File: src/rtl/siso_mux8_sched.sv
// Round-robin scheduler sharing one serial output among eight lanes via an 8:1 mux tree.
// Define SISO_MUX8_SETTLE_EN to insert a one-cycle select-settle guard before every frame.
module siso_mux8_sched #(
   parameter int unsigned FRAME_W = 4
) (
   input  logic               clk,
   input  logic               rst,
   input  logic               en,
   input  logic [7:0]         req,
   input  logic [FRAME_W-1:0] frame_len,
   output logic [2:0]         sel,
   output logic [7:0]         grant,
   output logic               valid,
   output logic               last,
   output logic               busy
);

   localparam int unsigned CntW = FRAME_W + 1;

   typedef enum logic [1:0] {StIdle, StSettle, StXfer} state_e;

   state_e          state_q;
   logic [2:0]      ptr_q;
   logic [CntW-1:0] cnt_q;

   logic            arb_pt;
   logic            found;
   logic [2:0]      base;
   logic [2:0]      idx;
   logic [2:0]      win;
   logic [CntW-1:0] len_load;

   // A zero length field stands for the full 2^FRAME_W bits.
   assign len_load = (frame_len == '0) ? (CntW'(1) << FRAME_W) : CntW'(frame_len);

   // On the final XFER bit the current select is the lane just served, so search from it.
   assign arb_pt = (state_q == StIdle) || ((state_q == StXfer) && last);
   assign base   = (state_q == StXfer) ? sel : ptr_q;

   always_comb begin
      found = 1'b0;
      win   = base;
      idx   = base;
      for (int k = 1; k <= 8; k++) begin
         idx = base + 3'(k);
         if (!found && req[idx]) begin
            found = 1'b1;
            win   = idx;
         end
      end
   end

   always_ff @(posedge clk or posedge rst) begin
      if (rst) begin
         state_q <= StIdle;
         ptr_q   <= 3'd7;
         cnt_q   <= '0;
         sel     <= 3'd0;
         grant   <= 8'd0;
         valid   <= 1'b0;
         last    <= 1'b0;
         busy    <= 1'b0;
      end else if (arb_pt) begin
         if (state_q == StXfer) begin
            ptr_q <= sel;
         end
         if (en && found) begin
            sel   <= win;
            grant <= 8'd1 << win;
            cnt_q <= len_load;
            busy  <= 1'b1;
`ifdef SISO_MUX8_SETTLE_EN
            state_q <= StSettle;
            valid   <= 1'b0;
            last    <= 1'b0;
`else
            state_q <= StXfer;
            valid   <= 1'b1;
            last    <= (len_load == CntW'(1));
`endif
         end else begin
            // Select is held on the way to idle so the mux tree does not toggle.
            state_q <= StIdle;
            cnt_q   <= '0;
            grant   <= 8'd0;
            valid   <= 1'b0;
            last    <= 1'b0;
            busy    <= 1'b0;
         end
      end else begin
         unique case (state_q)
`ifdef SISO_MUX8_SETTLE_EN
            StSettle: begin
               state_q <= StXfer;
               valid   <= 1'b1;
               last    <= (cnt_q == CntW'(1));
            end
`endif
            StXfer: begin
               cnt_q <= cnt_q - CntW'(1);
               valid <= 1'b1;
               last  <= (cnt_q == CntW'(2));
            end
            default: begin
               state_q <= StIdle;
               valid   <= 1'b0;
               last    <= 1'b0;
               busy    <= 1'b0;
               grant   <= 8'd0;
            end
         endcase
      end
   end

endmodule

File: config.mk
export PLATFORM = sky130hd
export DESIGN_NAME = siso_mux8_sched
export DESIGN_NICKNAME = d
export VERILOG_FILES = /design/src/rtl/siso_mux8_sched.sv
export SDC_FILE = /design/constraint.sdc
export NUM_CORES = 1
export LEC_CHECK = 0
export BUFFER_PORTS_ARGS = -buffer_cell sky130_fd_sc_hd__buf_2
export CORE_ASPECT_RATIO = 0.75
export CORE_MARGIN = 2
export CORE_UTILIZATION = 60
export DETAILED_ROUTE_END_ITERATION = 8
export PLACE_DENSITY = 0.92
export SYNTH_ARGS = -nofsm -noshare
export SYNTH_HDL_FRONTEND = slang
export SYNTH_SLANG_ARGS = --single-unit
File: constraint.sdc
create_clock -name clk -period 5.48 [get_ports clk]
set_input_delay 0.274 -clock clk [delete_from_list [all_inputs] [get_ports clk]]
set_output_delay 0.274 -clock clk [all_outputs]
set_load 0.005 [all_outputs]
==> results of run 1 <==
kinds of logic (layout without fill, tap and decap cells):
kind of cell / after synthesis / after routing / synth area share, %
buffers and inverters: 15 / 39 / 4.28
multiplexers: 38 / 38 / 30.3
AND/OR/NAND/NOR: 60 / 60 / 14.7
flip-flops: 22 / 22 / 27.1
adder cells (fa/ha/maj): 4 / 4 / 2.44
XOR/XNOR: 5 / 5 / 2.87
AO/OA/AOI/OAI: 52 / 52 / 18.4
worst max path at each step:
| stage | startpoint | to | slack [ps] |
|---|---|---|---|
| 6_report | busy | grant[3] | 1310 |
| 3_3_place_gp | busy | grant[6] | 1560 |
| 3_5_place_dp | busy | grant[3] | 1390 |
| 5_1_grt | busy | grant[3] | 1050 |
| 4_1_cts | busy | grant[3] | 1360 |
| 2_1_floorplan | busy | grant[3] | 1950 |
synthesized netlist by cell type (4+ instances only):
cell type,n
sky130_fd_sc_hd__nand2_1,22
sky130_fd_sc_hd__dfrtp_1,19
sky130_fd_sc_hd__mux4_2,13
sky130_fd_sc_hd__mux2i_1,11
sky130_fd_sc_hd__nor2_1,11
sky130_fd_sc_hd__a21oi_1,10
sky130_fd_sc_hd__mux2_2,8
sky130_fd_sc_hd__o22ai_1,6
sky130_fd_sc_hd__inv_1,5
sky130_fd_sc_hd__mux2i_4,5
sky130_fd_sc_hd__nand2b_1,5
sky130_fd_sc_hd__o211ai_1,5
sky130_fd_sc_hd__a32o_1,4
sky130_fd_sc_hd__ha_1,4
sky130_fd_sc_hd__nand3_1,4
sky130_fd_sc_hd__o21ai_0,4
sky130_fd_sc_hd__o41ai_1,4
cell type report:
cell class	instances	area, um2
Multi-Input combinational cell	159	1410
Tap cell	40	50.0
Sequential cell	22	554
Clock inverter	1	30.0
Clock buffer	3	41.3
Inverter	7	31.3
Timing Repair Buffer	28	140
Fill cell	231	1030
flip-flops by register name, summed over array words and instances (netlist names):
name and count:
sel 3, cnt_q 5, grant 8, ptr_q 3, valid 1, busy 1, last 1
metal layers:
metal,vias up,routed length (um),GRT usage (%)
li1,821,-,-
met1,875,2170,39.3
met2,112,2250,40.0
met3,11,536,6.45
met4,0,64,5.35
met5,-,0,0
cell usage in the layout (no fill, tap or decap), drive strengths merged, types with 2 or more instances in the layout:
| cell | Yosys | layout |
|---|---|---|
| buf | 7 | 28 |
| mux4 | 13 | 13 |
| o21ai | 7 | 7 |
| and2 | 2 | 2 |
| dfrtp | 19 | 19 |
| mux2 | 9 | 9 |
| mux2i | 16 | 16 |
| inv | 7 | 7 |
| nand3 | 4 | 4 |
| o211ai | 5 | 5 |
| a32o | 4 | 4 |
| ha | 4 | 4 |
| dfstp | 3 | 3 |
| nor2b | 2 | 2 |
| a21o | 2 | 2 |
| nand4 | 3 | 3 |
| clkbuf | 1 | 3 |
| o22ai | 6 | 6 |
| a31oi | 3 | 3 |
| nand2 | 22 | 22 |
| or3 | 3 | 3 |
| xnor2 | 4 | 4 |
| o41ai | 4 | 4 |
| nor2 | 12 | 12 |
| a21oi | 10 | 10 |
| nand3b | 2 | 2 |
| nand2b | 5 | 5 |
per-stage QoR:
stage / util (%) / hold slack (ps) / instances / area [um2]
6_report: 68.5 / 148 / 260 / 2250
5_1_grt: 68.5 / 221 / 260 / 2250
2_1_floorplan: - / 261 / 196 / 2050
3_5_place_dp: 66.4 / 462 / 256 / 2180
3_3_place_gp: 66.4 / 451 / 256 / 2180
4_1_cts: 68.5 / 174 / 260 / 2250
==> run summary, run 1 <==
## STA
• final worst-path cycle share: 76.2%
• Setup TNS: 0 ps
• number of hold violations in the final report: 0
• highest achievable clock rate: 240 MHz
• transition at the pin with the smallest max-transition slack: 788 ps
• clock skew after layout: 4.62 ps
• Final Critical Period: 4170 ps
• fin worst setup slack: 1310 ps
• Worst slew margin: 47.4%
• unrepaired setup endpoints after global routing: false
• Final Setup Violations: 0
• Max Slew Vio Count: 0

## Setup path
• worst setup path category: reg -> reg
• Reg-to-Reg End: grant[3]
• delay of the slowest cell on the worst path: 640 ps
• critical path endpoint category: register
• count of cells along the worst register-to-register path: 10
• setup slack on the worst flop-to-flop path: 1310 ps
• RR Startpoint: busy
• arrival time of data at the critical path endpoint: 4320 ps
• maximum fanout encountered on the critical timing path: 16
• Critical-path top delay cell: sky130_fd_sc_hd__mux2i_4
• number of stages on the worst setup path: 10
• critical path launch point type: register
• Largest delay share family, worst path: multiplexers
• worst path cell trace: mux2i_4 -> inv_4 -> ha_1 -> xnor2_2 -> mux4_2 -> a211o_1 -> o21ai_4 -> nand2b_1 -> nor2_2 -> a32o_1
• data required time of the worst path: 5630 ps
• combined buffer and inverter count along the critical path: 1

## Synth
• Main synth FF type: sky130_fd_sc_hd__dfrtp_1
• Distinct cells, synth: 54
• Synth async-reset ratio: 100%
• number of warning messages in the yosys log: 0
• Post-synth EDFFs: 0
• synthesized net count: 215
• Synth Register Bits: 22
• most area-consuming cells after synthesis: sky130_fd_sc_hd__dfrtp_1 (23%), sky130_fd_sc_hd__mux4_2 (14%), sky130_fd_sc_hd__mux2i_4 (5.5%)
• mean cell area of the mapped netlist: 10.5 um2
• sequential element share of the synthesized area: 27.1%
• Post-Synthesis Cell Area: 0.00205 mm2
• Gate Count Post-Synth: 196
• share of the synthesized area in the top cell type: 23.2%
• top cell type by total area after synthesis: sky130_fd_sc_hd__dfrtp_1

## Routing
• detail-routed via count per cell: 7.00
• post-detailed-route DRC marker count: 0
• first-pass iteration count of the detailed router: 5
• total via count after detailed routing: 1819
• routed len/inst: 19.3 um
• Antenna Nets Post-Route: 0
• initial drt markers: 238
• detailed-route wire length: 5010 um

## Global route
• overall global routing resource usage: 26.5%
• first-pass GRT wire length: 7700 um
• number of antenna violations at the first check in global routing: 0
• number of global-route vias before repair: 1538
• gr ovfl total: 0
• maximum number of pins on one net before global-route repair: 23

## Floorplan
• total die area: 0.00390 mm2
• Chip Height: 54.6 um
• starting density of the core: 62.3%
• top-level port count: 29
• Core Rows: 18
• Core Footprint: 0.00329 mm2
• die boundary width: 71.5 um

## Place
• worst slack, placed: 1390 ps
• HPWL reported at the end of detailed placement: 3670 um
• final weighted congestion in routability-driven placement: 0.948
• buffers added on ports: 28

## Clocking
• CTS clock-pin slew for the worst setup and hold paths: 80 ps
• post-CTS setup buffers: 0
• TritonCTS Buffers: 3
• H-tree levels: 1
• clock latency at the later pin of the worst-skew pair: 260 ps
• clock tree buffer depth: 2
• CTS sink count: 22
• clock tree root buffer cell: sky130_fd_sc_hd__clkbuf_8
• Hold Buf Count CTS: 0
• post-CTS sizing: 0
• CTS tree: built

## Flow run
• max-capacitance violation count: 0

## Hold path
• class of the worst hold path: in -> async

## Cells and area
• post-layout net count: 240
• layout-stage area growth over the synthesis result: 10.0%
• share of post-route cells with drive strength above 1: 31.4%
• n_diodes: 0

## Run status
• run status: complete, no violations

Power of run 1 is left out: the tool's default activity adds up to more than one toggle a clock period on the data nets, which glitch-free logic cannot reach.
==> inputs of run 2 (changes only) <==
--- a/config.mk
+++ b/config.mk
@@ -8,9 +8,9 @@
 export BUFFER_PORTS_ARGS = -buffer_cell sky130_fd_sc_hd__buf_2
 export CORE_ASPECT_RATIO = 0.75
 export CORE_MARGIN = 2
-export CORE_UTILIZATION = 60
+export CORE_UTILIZATION = 58
 export DETAILED_ROUTE_END_ITERATION = 8
-export PLACE_DENSITY = 0.92
+export PLACE_DENSITY = 0.9
 export SYNTH_ARGS = -nofsm -noshare
 export SYNTH_HDL_FRONTEND = slang
 export SYNTH_SLANG_ARGS = --single-unit
==> constraint.sdc (replaced) <==
create_clock -name clk -period 4.2 [get_ports clk]
set_input_delay 0.21 -clock clk [delete_from_list [all_inputs] [get_ports clk]]
set_output_delay 0.21 -clock clk [all_outputs]
set_load 0.005 [all_outputs]
==> run 2 against run 1 <==
- worst setup slack worse by 1100 ps
- hold slack got worse by 58 ps
- final cell count is 0.38% higher
- clock skew down 0.78 ps
- count of clock-buffer cells in the layout up 1
- global-route usage shrank 2.4 points
- sequential share of layout area rose by 0.096 points
- sequential cell count stayed put
- maximum frequency is 5.3% higher
- cell area shrank 0.39%
- routed wire length fell by 5.4%
- critical path depth fell by 1
- critical path type unchanged
- highest routed layer unchanged
==> run summary, run 2 (synthesized netlist as in run 1, its figures left out) <==
## Clocking
• CTS sink count: 22, unchanged
• Hold Buf Count CTS: 0, unchanged
• post-CTS setup buffers: 0, unchanged
• CTS tree: built, unchanged
• clock tree buffer depth: 2, unchanged
• TritonCTS Buffers: 3, unchanged
• clock tree root buffer cell: sky130_fd_sc_hd__clkbuf_8, unchanged
• CTS clock-pin slew for the worst setup and hold paths: 80 ps, about the same
• H-tree levels: 1, unchanged
• clock latency at the later pin of the worst-skew pair: 260 ps, about the same
• post-CTS sizing: 0, unchanged

## STA
• transition at the pin with the smallest max-transition slack: 792 ps, was 788 ps
• Worst slew margin: 47.1%, was 47.4%
• unrepaired setup endpoints after global routing: false, unchanged
• Min Hold Slack: 89.3 ps, was 148 ps
• Setup TNS: 0 ps, unchanged
• highest achievable clock rate: 252 MHz, was 240 MHz
• clock skew after layout: 3.84 ps, was 4.62 ps
• Final Critical Period: 3970 ps, was 4170 ps
• final worst-path cycle share: 94.4%, was 76.2%
• number of hold violations in the final report: 0, unchanged
• Final Setup Violations: 0, unchanged
• Max Slew Vio Count: 0, unchanged

## Global route
• overall global routing resource usage: 24.1%, was 26.5%
• first-pass GRT wire length: 7670 um, was 7700 um
• maximum number of pins on one net before global-route repair: 23, unchanged
• number of antenna violations at the first check in global routing: 0, unchanged
• number of global-route vias before repair: 1584, was 1538
• gr ovfl total: 0, unchanged

## Setup path
• data required time of the worst path: 4350 ps, was 5630 ps
• setup slack on the worst flop-to-flop path: 230 ps, was 1310 ps
• critical path endpoint category: register, unchanged
• worst setup path category: reg -> reg, unchanged
• combined buffer and inverter count along the critical path: 1, unchanged
• maximum fanout encountered on the critical timing path: 11, was 16
• arrival time of data at the critical path endpoint: 4110 ps, was 4320 ps
• Critical-path top delay cell: sky130_fd_sc_hd__mux4_2, was sky130_fd_sc_hd__mux2i_4
• worst path cell trace: mux2i_4 -> ha_1 -> inv_1 -> mux4_2 -> a211o_1 -> o21ai_4 -> nand2b_1 -> nor2_1 -> a32o_1, was mux2i_4 -> inv_4 -> ha_1 -> xnor2_2 -> mux4_2 -> a211o_1 -> o21ai_4 -> nand2b_1 -> nor2_2 -> a32o_1
• critical path launch point type: register, unchanged
• delay of the slowest cell on the worst path: 630 ps, was 640 ps
• Largest delay share family, worst path: multiplexers, unchanged

## Floorplan
• die boundary width: 72.6 um, was 71.5 um
• total die area: 0.00403 mm2, was 0.00390 mm2
• Core Footprint: 0.00333 mm2, was 0.00329 mm2
• Core Rows: 18, unchanged
• top-level port count: 29, unchanged
• Chip Height: 55.5 um, was 54.6 um
• starting density of the core: 61.4%, was 62.3%

## Routing
• routed len/inst: 18.2 um, was 19.3 um
• initial drt markers: 242, was 238
• first-pass iteration count of the detailed router: 4, was 5
• detail-routed via count per cell: 6.90, was 7.00
• Antenna Nets Post-Route: 0, unchanged
• total via count after detailed routing: 1802, was 1819
• detailed-route wire length: 4740 um, was 5010 um
• post-detailed-route DRC marker count: 0, unchanged

## Place
• HPWL reported at the end of detailed placement: 3540 um, was 3670 um
• buffers added on ports: 28, unchanged
• final weighted congestion in routability-driven placement: 0.922, was 0.948

## Flow run
• max-capacitance violation count: 0, unchanged

## Run status
• run status: complete, no violations, unchanged

## Cells and area
• post-layout net count: 241, was 240
• layout-stage area growth over the synthesis result: 9.59%, was 10.0%
• most frequent standard cell in the layout excluding fill and tap cells: sky130_fd_sc_hd__buf_2, unchanged
• Final Core Density: 67.3%, was 68.5%
• largest registers: grant (8), cnt_q (5), unchanged
• n_diodes: 0, unchanged
• most used cells in the layout excluding fill and tap cells: sky130_fd_sc_hd__buf_2 (28), sky130_fd_sc_hd__nand2_1 (22), sky130_fd_sc_hd__dfrtp_1 (19), unchanged
• number of flip-flops in the largest register: 8, unchanged
• most flop-heavy register: grant, unchanged
• share of post-route cells with drive strength above 1: 31.7%, was 31.4%

## Hold path
• class of the worst hold path: in -> async, unchanged

-- run 2: metal layers --
layer  part of all wire, %  vias to the layer above  global-route usage, %
li1                      -                      815                      -
met1                    46                      887                   39.1
met2                    45                       98                   35.2
met3                   9.3                        2                   4.01
met4                 0.042                        0                   1.59
met5                     0                        -                      0
-- run 2: worst paths after layout --
check,from,endpoint,cells after the start
max in group asynchronous,rst,cnt_q[0],2
worst min register to register,grant[1],grant[1],2
worst max-delay path,busy,grant[2],9
worst max register to register,busy,grant[2],9
min in group clk,frame_len[0],cnt_q[4],2
worst min-delay path,rst,cnt_q[4],2
-- run 2: stage by stage --
step,setup slack (ps),cell area (um2),std cells
floorplan,665,2050,196
global placement,425,2190,257
detailed placement,282,2190,257
CTS,261,2240,261
global route,40.0,2240,261
finish,235,2240,261
-- run 2: area by class of cell --
type                       count  area (um2)
clock buffer                   4        55.1
timing repair buffer          29         148
tap                           40        50.0
sequential                    22         554
multi-input combinational    159        1410
inverter                       7        31.3
fill                         249        1090
-- run 2: worst reg2reg max path, cell delays in order, from the launching register on --
cell                       delay (ps)
sky130_fd_sc_hd__dfrtp_1          610
sky130_fd_sc_hd__mux2i_4          500
sky130_fd_sc_hd__ha_1             480
sky130_fd_sc_hd__inv_1            260
sky130_fd_sc_hd__mux4_2           630
sky130_fd_sc_hd__a211o_1          340
sky130_fd_sc_hd__o21ai_4          230
sky130_fd_sc_hd__nand2b_1         410
sky130_fd_sc_hd__nor2_1           120
sky130_fd_sc_hd__a32o_1           290
Power of run 2 is left out for the same reason.
